===== src/rtl/filter_seq_ctrl.sv =====
// Sample FIFO, issue sequencer and coefficient shadow/apply control
// in front of the IIR filter datapath.
module filter_seq_ctrl #(
  parameter int DW    = 11,
  parameter int DEPTH = 4,
  parameter int MAXIF = 4
) (
  input  logic          clk,
  input  logic          rst,
  input  logic          s_valid,
  output logic          s_ready,
  input  logic [DW-1:0] s_data,
  input  logic          cfg_we,
  input  logic [DW-1:0] cfg_a1,
  input  logic [DW-1:0] cfg_b1,
  input  logic [DW-1:0] cfg_b0,
  output logic          cfg_pending,
  output logic          flt_vin,
  output logic [DW-1:0] flt_din,
  output logic [DW-1:0] flt_a1,
  output logic [DW-1:0] flt_b1,
  output logic [DW-1:0] flt_b0,
  input  logic          flt_vout,
  output logic          busy,
  output logic          err_spur
);

  localparam int PW  = $clog2(DEPTH);
  localparam int CW  = PW + 1;
  localparam int IFW = $clog2(MAXIF + 1);
  localparam logic [CW-1:0]  FULL  = CW'(DEPTH);
  localparam logic [IFW-1:0] IFMAX = IFW'(MAXIF);

  typedef enum logic [1:0] {
    S_IDLE,
    S_RUN,
    S_DRAIN,
    S_LOAD
  } state_e;

  state_e          state_q, state_d;
  logic [DW-1:0]   mem_q [DEPTH];
  logic [DW-1:0]   mem_d [DEPTH];
  logic [PW-1:0]   wr_ptr_q, wr_ptr_d;
  logic [PW-1:0]   rd_ptr_q, rd_ptr_d;
  logic [CW-1:0]   cnt_q, cnt_d;
  logic [IFW-1:0]  infl_q, infl_d;
  logic            pend_q, pend_d;
  logic            err_q, err_d;
  logic            vin_q, vin_d;
  logic [DW-1:0]   din_q, din_d;
  logic [DW-1:0]   sh_a1_q, sh_a1_d;
  logic [DW-1:0]   sh_b1_q, sh_b1_d;
  logic [DW-1:0]   sh_b0_q, sh_b0_d;
  logic [DW-1:0]   a1_q, a1_d;
  logic [DW-1:0]   b1_q, b1_d;
  logic [DW-1:0]   b0_q, b0_d;
  logic            push, issue, vout_ok;

  always_comb begin
    push    = s_valid && (cnt_q != FULL);
    // no issue once a coefficient update is pending
    issue   = (state_q == S_RUN) && !pend_q &&
              (cnt_q != '0) && (infl_q < IFMAX);
    vout_ok = flt_vout && (infl_q != '0);

    mem_d    = mem_q;
    wr_ptr_d = wr_ptr_q;
    rd_ptr_d = rd_ptr_q;
    if (push) begin
      mem_d[wr_ptr_q] = s_data;
      wr_ptr_d        = wr_ptr_q + PW'(1);
    end
    if (issue) rd_ptr_d = rd_ptr_q + PW'(1);
    cnt_d  = cnt_q + CW'(push) - CW'(issue);
    infl_d = infl_q + IFW'(issue) - IFW'(vout_ok);
    err_d  = err_q | (flt_vout && (infl_q == '0));

    vin_d = issue;
    din_d = issue ? mem_q[rd_ptr_q] : din_q;

    sh_a1_d = sh_a1_q;
    sh_b1_d = sh_b1_q;
    sh_b0_d = sh_b0_q;
    a1_d    = a1_q;
    b1_d    = b1_q;
    b0_d    = b0_q;
    pend_d  = pend_q;
    if (state_q == S_LOAD) begin
      a1_d   = sh_a1_q;
      b1_d   = sh_b1_q;
      b0_d   = sh_b0_q;
      pend_d = 1'b0;
    end
    if (cfg_we) begin
      sh_a1_d = cfg_a1;
      sh_b1_d = cfg_b1;
      sh_b0_d = cfg_b0;
      pend_d  = 1'b1;
    end

    state_d = state_q;
    unique case (state_q)
      S_IDLE: begin
        if (pend_q) state_d = S_DRAIN;
        else if (cnt_q != '0) state_d = S_RUN;
      end
      S_RUN: begin
        if (pend_q) state_d = S_DRAIN;
        else if (cnt_q == '0) state_d = S_IDLE;
      end
      S_DRAIN: begin
        if ((infl_q == '0) && !vin_q) state_d = S_LOAD;
      end
      S_LOAD: begin
        if (cfg_we) state_d = S_DRAIN;
        else if (cnt_q != '0) state_d = S_RUN;
        else state_d = S_IDLE;
      end
      default: state_d = S_IDLE;
    endcase
  end

  always_ff @(posedge clk) begin
    mem_q <= mem_d;
  end

  always_ff @(posedge clk) begin
    if (rst) begin
      state_q  <= S_IDLE;
      wr_ptr_q <= '0;
      rd_ptr_q <= '0;
      cnt_q    <= '0;
      infl_q   <= '0;
      pend_q   <= 1'b0;
      err_q    <= 1'b0;
      vin_q    <= 1'b0;
      din_q    <= '0;
      sh_a1_q  <= '0;
      sh_b1_q  <= '0;
      sh_b0_q  <= '0;
      a1_q     <= '0;
      b1_q     <= '0;
      b0_q     <= '0;
    end else begin
      state_q  <= state_d;
      wr_ptr_q <= wr_ptr_d;
      rd_ptr_q <= rd_ptr_d;
      cnt_q    <= cnt_d;
      infl_q   <= infl_d;
      pend_q   <= pend_d;
      err_q    <= err_d;
      vin_q    <= vin_d;
      din_q    <= din_d;
      sh_a1_q  <= sh_a1_d;
      sh_b1_q  <= sh_b1_d;
      sh_b0_q  <= sh_b0_d;
      a1_q     <= a1_d;
      b1_q     <= b1_d;
      b0_q     <= b0_d;
    end
  end

  assign s_ready     = (cnt_q != FULL);
  assign cfg_pending = pend_q;
  assign flt_vin     = vin_q;
  assign flt_din     = din_q;
  assign flt_a1      = a1_q;
  assign flt_b1      = b1_q;
  assign flt_b0      = b0_q;
  assign err_spur    = err_q;
  assign busy        = (cnt_q != '0) || (infl_q != '0) ||
                       (state_q != S_IDLE);

endmodule


===== config.mk =====
export PLATFORM = sky130hd
export DESIGN_NAME = filter_seq_ctrl
export DESIGN_NICKNAME = d
export VERILOG_FILES = /design/src/rtl/filter_seq_ctrl.sv
export SDC_FILE = /design/constraint.sdc
export NUM_CORES = 1
export LEC_CHECK = 0
export ABC_AREA = 1
export CORE_MARGIN = 5
export CORE_UTILIZATION = 55
export DETAILED_ROUTE_END_ITERATION = 12
export PLACE_DENSITY = 0.84
export SETUP_SLACK_MARGIN = 0.05
export SYNTH_ARGS = -nofsm -noshare
export SYNTH_HDL_FRONTEND = slang
export SYNTH_SLANG_ARGS = --single-unit

===== constraint.sdc =====
create_clock -name clk -period 3.65 [get_ports clk]
set_clock_uncertainty 0.05 [all_clocks]
set_input_delay 1.095 -clock clk [delete_from_list [all_inputs] [get_ports clk]]
set_output_delay 1.095 -clock clk [all_outputs]
set_load 0.03 [all_outputs]

==> impl_metrics.yaml <==
hold_path:
  min_path_cells: 2
  hold_end: "err_spur"
  min_from: "err_spur"
  hp-class: "register to register"
detailed_routing:
  wl_um: 12000
  wl_per_cell_um: 15.3
  drt_iter0_markers: 241
  drc: 0
  vias_per_cell: 5.27
  dr.pass1.iters: 5
  postRouteAntennaNets: 0
  num_vias: 4113
worst_setup_path:
  critPathMaxFanout: 4
  worstSetupEndpointType: "output port"
  critPathLaunchType: "register"
  crit_chain: "nor2_1 > nand2_1 > inv_1 > nand4_1 > clkdlybuf4s50_1"
  crit_type: "register to output port"
  critPathRequiredTime_ns: 2.50
  reg2reg_to: "infl_q[2]"
  cpMaxStageDelayCell: "clkdlybuf4s50_1"
  rrSetupSlack_ns: 1.36
  critPathMaxStageDelay_ns: 0.68
  crit_family: "buffers and inverters"
  crit_arrival_ns: 1.97
  rr_worst_depth: 11
  crit_buf_inv: 2
  r2r-start: "state_q[1]"
floorplan:
  rows: 35
  core_um2: 9150
  initial_core_util_pct: 55.9
  io_pins: 98
  fp.dieW_um: 106
  die_area_um2: 11300
  die_h_um: 106
layout:
  final_nets: 714
  layout_common_cells: "nor2_1, o21ai_0, clkdlybuf4s50_1, dfxtp_1, edfxtp_1"
  final_cells: 781
  area_growth_pct: 31.7
  nFillCells: 599
  layout_commonest_cell: "nor2_1"
  num_antenna_cells: 0
  drive_above_1_share_pct: 7.61
grt:
  grt_start_max_net_pins: 50
  globalRoute.totalOverflow: 0
  grt_pass1_wl_um: 19400
  grt_pass1_vias: 4074
  antenna_found_initial: 0
  track_usage_pct: 21.8
clock_tree:
  htree_levels: 4
  numClockSinks: 136
  clkTransAtPathRegs_ns: 0.06
  clk_latency_ns: 0.51
  cts_root_buf: "clkbuf_8"
  cts_tree: "built"
  hold_buffers: 0
  numCtsBuffers: 17
  post-cts-setup-buffers: 0
  cts_resized: 0
  clockBufferDepth: 2
power:
  p_int_w: 0.00316
  ir_drop_mv: 0.382
  pwr-share-clk_pct: 38.3
  p_leak_nw: 2.65
  p_per_area_nw_per_um2: 662
  sw_frac_of_total_pct: 29.1
  combPwrFrac_pct: 20.1
  seq_power_share_pct: 41.5
  switchingPower_w: 0.00130
timing:
  slew_violations: 0
  hold_viol: 0
  fin_crit_sh_pct: 85.3
  fin_crit_ns: 3.11
  tightest_slew_ns: 1.06
  relSlewSlack_pct: 29.1
  max_clock_freq_ghz: 0.321
  worst_slack_ns: 0.537
  fin_tns_setup_ns: 0
  finalSetupViolations: 0
  rsz0062_at_grt: "no"
synth:
  syn_inst: 564
  synthesis.nets: 621
  ys_seq_elements: 136
  synth_top_area_share_pct: 36.0
  syn_avg_cell_area_um2: 9.07
  synth.area.top_cells: "dfxtp_1, edfxtp_1, nor2_1"
  ys_seq_area_share_pct: 61.8
  synth_top_area_cell: "dfxtp_1"
  netlist_area_um2: 5120
  yosysWarnings: 0
  yosys.cell_types.count: 24
run_status:
  status: "finished, final reports clean"
placed_design:
  dp.cells: 749
  pre_cts_ws_ns: 0.695
  io_buffers: 97
  dpl.hpwl_um: 7640
  gp_congestion: 0.850
run:
  drv_cap: 0
[power by group through the flow]
stage | combinational, W | clock [W] | sequential (W)
after detailed placement | 0.000892 | 0 | 0.00188
after CTS | 0.000906 | 0.00173 | 0.00185
after floorplan | 0.000448 | 0 | 0.00198
after global placement | 0.000860 | 0 | 0.00187
final | 0.000898 | 0.00171 | 0.00185
after global routing | 0.000992 | 0.00180 | 0.00187
[layer usage]
metal | part of all wire [%] | up-vias | global-route usage [%]
met5 | 0 | - | 0
met4 | 1.8 | 0 | 8.95
met3 | 4.4 | 18 | 4.80
met2 | 53 | 115 | 38.4
met1 | 41 | 1951 | 25.6
li1 | - | 2029 | -
[layout make-up]
type,count,area (um^2),share of cell area (%)
Clock buffer,19,432,6.41
Multi-Input combinational cell,368,1680,24.9
Sequential cell,136,3160,46.9
Timing Repair Buffer,105,1040,15.5
Clock inverter,13,171,2.54
Inverter,29,109,1.62
Tap cell,111,139,2.06
[registers in the layout (all words and copies together) (netlist names), 3 cells and up]
name / flops
mem_q: 44
flt_a1: 11
flt_b0: 11
flt_b1: 11
flt_din: 11
sh_a1_q: 11
sh_b0_q: 11
sh_b1_q: 11
cnt_q: 3
infl_q: 3
[tightest hold or removal path: stages, from the launching register on]
cell and delay (ns):
dfxtp_1 0.31, inv_1 0.05, a21oi_1 0.06
[worst max path at each step]
stage	startpoint	to	cells past startpoint
after floorplan	s_valid	cnt_q[2]	7
after global placement	s_valid	cnt_q[2]	8
after detailed placement	s_valid	cnt_q[2]	8
after CTS	cnt_q[1]	busy	5
after global routing	cnt_q[1]	busy	5
final	cnt_q[1]	busy	5
[kinds of logic (layout without fill, tap and decap cells)]
group                    after synthesis  in the layout  share of synthesized area (%)
buffers and inverters                 60            166                           5.35
AO/OA/AOI/OAI                        126            126                           12.5
flip-flops                           136            136                           61.8
AND/OR/NAND/NOR                      231            231                           17.6
adder cells (fa/ha/maj)                8              8                           2.25
XOR/XNOR                               3              3                          0.514
[synth_stat cells]
master / n
nor2_1: 204
o21ai_0: 100
dfxtp_1: 92
edfxtp_1: 44
inv_1: 23
nand2_1: 18
o21ai_1: 17
clkbuf_1: 13
buf_2: 12
a21oi_1: 7
ha_1: 6
inv_2: 5
buf_4: 3
buf_6: 3
nand3_1: 3
xor2_1: 3
fa_1: 2
nand2_2: 2
nor2_4: 2
a21oi_2: 1
clkinv_1: 1
nand3b_2: 1
nand4_1: 1
o21ai_2: 1
[stage by stage]
step	utilization, %	hold WS [ns]	total power, W	instance area (um^2)
6_report	73.6	0.416	0.00446	6740
5_1_grt	73.6	0.446	0.00466	6740
4_1_cts	73.6	0.426	0.00448	6740
3_5_place_dp	67.0	0.417	0.00277	6130
3_3_place_gp	67.0	0.388	0.00273	6130
2_1_floorplan	-	0.407	0.00243	5120
Power figures use the tool's default switching activity.
